File: config.mk
export PLATFORM = sky130hd
export DESIGN_NAME = alu_bist
export DESIGN_NICKNAME = d
export VERILOG_FILES = /design/src/rtl/alu_bist_pkg.sv /design/src/rtl/bist_lfsr.sv /design/src/rtl/alu_bist.sv
export SDC_FILE = /design/constraint.sdc
export NUM_CORES = 1
export LEC_CHECK = 0
export CAP_MARGIN = 20
export CORE_MARGIN = 8
export CORE_UTILIZATION = 38
export DETAILED_ROUTE_END_ITERATION = 16
export PLACE_DENSITY = 0.78
export SYNTH_ARGS = -nofsm -noshare
export SYNTH_HDL_FRONTEND = slang
export SYNTH_SLANG_ARGS = --single-unit
File: constraint.sdc
create_clock -name CLK -period 1.2 [get_ports CLK]
set_input_delay 0.12 -clock CLK [delete_from_list [all_inputs] [get_ports CLK]]
set_output_delay 0.12 -clock CLK [all_outputs]
set_load 0.02 [all_outputs]
File: src/rtl/alu_bist_pkg.sv
// Shared types and constants for the ALU built-in self-test.
// ALU operation encoding, BIST state encoding, LFSR taps and MISR polynomial.
package alu_bist_pkg;

    typedef logic [63:0] dword_t;

    typedef enum logic [2:0] {
        ALU_ADD,
        ALU_SUB,
        ALU_AND,
        ALU_OR,
        ALU_XOR,
        ALU_SLT,
        ALU_SLL,
        ALU_SRL
    } aluop_t;

    localparam int ALU_NUM_OPS = 8;
    localparam int ALU_OP_W    = (ALU_NUM_OPS > 1) ? $clog2(ALU_NUM_OPS) : 1;

    typedef enum logic [1:0] {
        IDLE,
        RUN,
        DONE
    } bist_state_t;

    localparam dword_t BIST_LFSR_TAPS = 64'hD800_0000_0000_0000;
    localparam dword_t BIST_MISR_POLY = 64'h0000_0000_0000_001B;

    // One MISR compaction step: shift with polynomial feedback, fold in result and zero flag.
    function automatic dword_t misr_step(dword_t sig, dword_t data, logic z);
        return {sig[62:0], 1'b0} ^ (sig[63] ? BIST_MISR_POLY : '0) ^ data ^ {63'b0, z};
    endfunction

endpackage

File: src/rtl/bist_lfsr.sv
// 64-bit Galois LFSR, right shifting, with synchronous reload to SEED.
// Latency: new state one cycle after en; load and reset both force SEED.
module bist_lfsr #(
    parameter logic [63:0] TAPS = 64'hD800_0000_0000_0000,
    parameter logic [63:0] SEED = 64'h0000_0000_0000_0001
) (
    input  logic        clk,
    input  logic        rst,
    input  logic        load,
    input  logic        en,
    output logic [63:0] state
);

    always_ff @(posedge clk) begin
        if (rst || load) begin
            state <= SEED;
        end else if (en) begin
            state <= (state >> 1) ^ (state[0] ? TAPS : 64'd0);
        end
    end

endmodule

File: src/rtl/alu_bist.sv
// ALU self-test: drives LFSR operands through every ALU op, compacts results into a MISR.
// One vector per cycle while busy; start is ignored during a run, RST aborts to IDLE.
module alu_bist
    import alu_bist_pkg::*;
#(
    parameter int          NUM_VECTORS = 256,
    parameter logic [63:0] SEED        = 64'h0000_0000_0000_0001
) (
    input  logic        CLK,
    input  logic        RST,
    input  logic        start,
    input  logic [63:0] expected_sig,
    output logic        busy,
    output logic        done,
    output logic        pass,
    output logic [63:0] signature,
    output dword_t      porta,
    output dword_t      portb,
    output aluop_t      ALUOp,
    input  dword_t      aluout,
    input  logic        zero
);

    localparam int VEC_W = (NUM_VECTORS > 1) ? $clog2(NUM_VECTORS) : 1;
    localparam logic [VEC_W-1:0]    VEC_LAST = VEC_W'(NUM_VECTORS - 1);
    localparam logic [ALU_OP_W-1:0] OP_LAST  = ALU_OP_W'(ALU_NUM_OPS - 1);

    if (SEED == 64'd0) begin : g_seed_check
        $error("alu_bist: SEED must be nonzero or the LFSR locks up");
    end

    bist_state_t           state;
    bist_state_t           state_nxt;
    dword_t                sig;
    dword_t                lfsr;
    logic [VEC_W-1:0]      vec_cnt;
    logic [ALU_OP_W-1:0]   op_cnt;
    logic                  launch;
    logic                  last_vec;

    // A run can be launched from IDLE or DONE only; start inside RUN is dropped.
    assign launch   = start && (state != RUN);
    assign last_vec = (vec_cnt == VEC_LAST) && (op_cnt == OP_LAST);

    bist_lfsr #(
        .TAPS (BIST_LFSR_TAPS),
        .SEED (SEED)
    ) u_lfsr (
        .clk   (CLK),
        .rst   (RST),
        .load  (launch),
        .en    (busy),
        .state (lfsr)
    );

    always_comb begin
        state_nxt = state;
        case (state)
            IDLE:    if (start)    state_nxt = RUN;
            RUN:     if (last_vec) state_nxt = DONE;
            DONE:    if (start)    state_nxt = RUN;
            default:               state_nxt = IDLE;
        endcase
    end

    always_comb begin
        busy  = (state == RUN);
        done  = (state == DONE);
        porta = '0;
        portb = '0;
        ALUOp = aluop_t'(ALU_OP_W'(0));
        if (busy) begin
            porta = lfsr;
            portb = {lfsr[31:0], lfsr[63:32]};
            ALUOp = aluop_t'(op_cnt);
        end
    end

    assign signature = sig;
    assign pass      = done && (sig == expected_sig);

    always_ff @(posedge CLK) begin
        if (RST) begin
            state   <= IDLE;
            sig     <= '0;
            vec_cnt <= '0;
            op_cnt  <= '0;
        end else begin
            state <= state_nxt;
            if (launch) begin
                sig     <= '0;
                vec_cnt <= '0;
                op_cnt  <= '0;
            end else if (busy) begin
                sig <= misr_step(sig, aluout, zero);
                if (vec_cnt == VEC_LAST) begin
                    vec_cnt <= '0;
                    op_cnt  <= op_cnt + 1'b1;
                end else begin
                    vec_cnt <= vec_cnt + 1'b1;
                end
            end
        end
    end

endmodule

==> results of run 1 <==
-- worst max path at each step --
stage / endpoint / depth (start not counted) / slack, ps
floorplan: pass / 5 / -190
global placement: pass / 7 / -1140
detailed placement: pass / 7 / -1220
CTS: pass / 6 / -870
global route: pass / 6 / -1440
finish: pass / 6 / -1470
-- through the flow --
| stage | utilization [%] | hold WS, ps | instance area, um^2 | power, W |
|---|---|---|---|---|
| detailed placement | 62.5 | 443 | 11300 | 0.00763 |
| finish | 92.3 | 372 | 16600 | 0.0157 |
| CTS | 78.9 | 328 | 14200 | 0.0140 |
| global route | 92.3 | 389 | 16600 | 0.0159 |
| global placement | 62.5 | 438 | 11300 | 0.00760 |
| floorplan | - | 185 | 7340 | 0.00629 |
-- critical path, delay by kind of cell (launching register included) --
family | cells | cell delay (ps)
AND/OR/NAND/NOR | 4 | 1370
XOR/XNOR | 1 | 230
flip-flops | 1 | 340
buffers and inverters | 1 | 170
-- logic make-up after synthesis --
| group | Yosys count | synth area share, % |
|---|---|---|
| xor+xnor | 134 | 16.7 |
| compound gates | 145 | 13.1 |
| flops | 141 | 40.2 |
| buf+inv | 182 | 14.4 |
| simple gates | 254 | 15.1 |
| fa+ha+maj | 3 | 0.535 |
-- registers in the layout, summed over array words and instances (netlist names) --
register and cells:
u_lfsr.state 64, vec_cnt 8, op_cnt 3, state 2
signature 64
-- placed cells by master (no fill, tap or decap), types with 19 or more instances in the layout --
cell and n:
buf_12 37, a211oi_2 61, clkdlybuf4s50_1 131, nor2_2 19, xor2_1 39, clkbuf_16 30
buf_4 180, dfxtp_2 51, nand2_8 25, xnor2_1 84, nand2_4 41, dfxtp_1 76
a21oi_2 53, nand2_1 60, nor2_1 26, buf_6 245, buf_8 19, nor2_4 31
inv_4 52
-- power by group through the flow --
| stage | registers (W) | clock network (W) | logic, W |
|---|---|---|---|
| 3_5_place_dp | 0.00505 | 0 | 0.00258 |
| 3_3_place_gp | 0.00505 | 0 | 0.00255 |
| 2_1_floorplan | 0.00527 | 0 | 0.00102 |
| 6_report | 0.00502 | 0.00566 | 0.00502 |
| 4_1_cts | 0.00496 | 0.00536 | 0.00363 |
| 5_1_grt | 0.00502 | 0.00581 | 0.00509 |
-- area by class of cell --
| class | instances | area (um^2) |
|---|---|---|
| diodes | 4 | 10.0 |
| fillers | 501 | 1400 |
| multi-input cells | 537 | 5100 |
| inverters | 71 | 452 |
| flip-flops and latches | 141 | 2940 |
| well taps | 229 | 287 |
| repair buffers | 649 | 7230 |
| clock buffers | 17 | 425 |
| repair inverters | 1 | 16.3 |
| clock inverters | 15 | 166 |
-- timing repair --
| action | in CTS | in global routing |
|---|---|---|
| pin swaps | 70 | 71 |
| setup endpoints to repair | 337 | 327 |
| hold buffers | 0 | 0 |
| setup buffers | 85 | 78 |
| resized for setup | 1399 | 455 |
| gates cloned | 20 | 20 |
-- layer usage --
| metal | routed length, um | vias up | part of all wire, % | GRT usage (%) |
|---|---|---|---|---|
| met2 | 23900 | 851 | 48 | 51.6 |
| met5 | 12 | - | 0.024 | 0 |
| li1 | - | 3856 | - | - |
| met3 | 5010 | 329 | 10 | 6.63 |
| met1 | 16400 | 4645 | 33 | 31.1 |
| met4 | 4450 | 2 | 8.9 | 16.8 |
==> metrics, run 1 <==
hold path startpoint aluout[42]; Post-synth EDFFs 0; Post-synth ARST share 0%; Required @ worst endpoint 1080 ps; Hold Crit Class input pin to flop; max_cap viols 0; Final HPWL DP 19,800 um; initial antenna violation count 5; final worst setup slack -1470 ps; CP arrival 2550 ps; Worst Skew 28.6 ps; final slew viol count 0; Sw Ratio 34.9%; fmax 375 MHz; crit path max fanout 2; Remaining DRCs 0; top-area cell type share of the netlist area 40.2%; Tcrit/Tclk final 222%; Place WS -1220 ps; r2r worst-path depth 10; total clock buffers created by CTS 17; Clk Tree Root Cell clkbuf_16; Reg clk slew, reported paths 80 ps; Post-synth top cells 141 x dfxtp_1, 138 x nand2_1, 92 x xnor2_1; layout cells sized above 1 67.4%; final setup fails 297; CP Launch Point signature[9]; Die H 152 um; sequential power share 32.0%; Synth area leader dfxtp_1; Tightest Pin Transition 522 ps; Core Rows 49; CP most frequent cell nand4_1; full die area 23,100 um^2; Synth area leaders dfxtp_1 40%, xnor2_1 11%, nand2_1 7.4%; clock network power share 36.1%; sequential element share of the synthesized area 40.2%; Starting DRT DRC Count 857; CTS tree yes; post-route ant nets 0; VDD IR max 0.00110 V; total wire length 49,800 um; Leak 7.21 nW; Synth Register Bits 141; vias in the first global route 8,939; Synth Flop Type dfxtp_1; port bufs 329; Initial Util 38.9%; delay of the slowest critical-path stage 560 ps; max_slew headroom 64.9%; Switch Pwr 0.00548 W; power density over the cells 943 nW/um^2; Netlist cell types 36; Synthesis Warnings 0; Worst-Skew Late Latency 470 ps; first-pass GRT wire length 52,700 um; WL/cell 29.9 um; hold-critical path depth 3; DP Cell Count 1,462; unrepaired setup endpoints after global routing yes; GRT overflow 0; violated checks negative setup slack; H-tree levels 4; Setup crit end kind primary output; Global Route Usage Sum 29.1%; Hold Fails Final Rpt 0; internal power 0.0102 W; Vias 9,683; startpoint types flop; post-synthesis cell area 7020 um^2; Chip Width 152 um; Crit-path slowest cell nor4_2; worst setup path category flop to primary output; TNS Setup -160,480 ps; Avg Cell Area, Syn 8.17 um^2; Mapped Nets 994; Mapped Cells 859; Clock Tree Buf Depth 2; reg-to-reg slack, setup -760 ps; Core Region 18,000 um^2; # IOs 330; area added between synthesis and finish 137%; largest net degree at the start of global routing 46; CTS Sinks 141; Final Instance Count excl. Fillers 1,664; Worst R2R Start state[0]; final net count 1,553; run status finished with violations; Worst R2R End signature[45]; post-route minimum period 2670 ps; Final GP Congestion 0.898; Hold EP signature[42]; count leader, synth dfxtp_1; CP cell instances xnor2_1 -> nand4_1 -> nor4_2 -> nand4_1 -> nor3_4 -> buf_6; drt via density 5.82; DR pass1 iterations 7; Logic pwr share 32.0%
Power figures use the tool's default switching activity.
==> inputs of run 2 (changes only) <==
CTS_CLUSTER_SIZE = 8   (was default)
==> results of run 2 <==
Final layout, timing and power as in run 1 (identical DEF).
==> inputs of run 3 (changes only) <==
SLEW_MARGIN = 15   (was default)
==> results of run 3 <==
Final layout, timing and power as in run 1 (identical DEF).
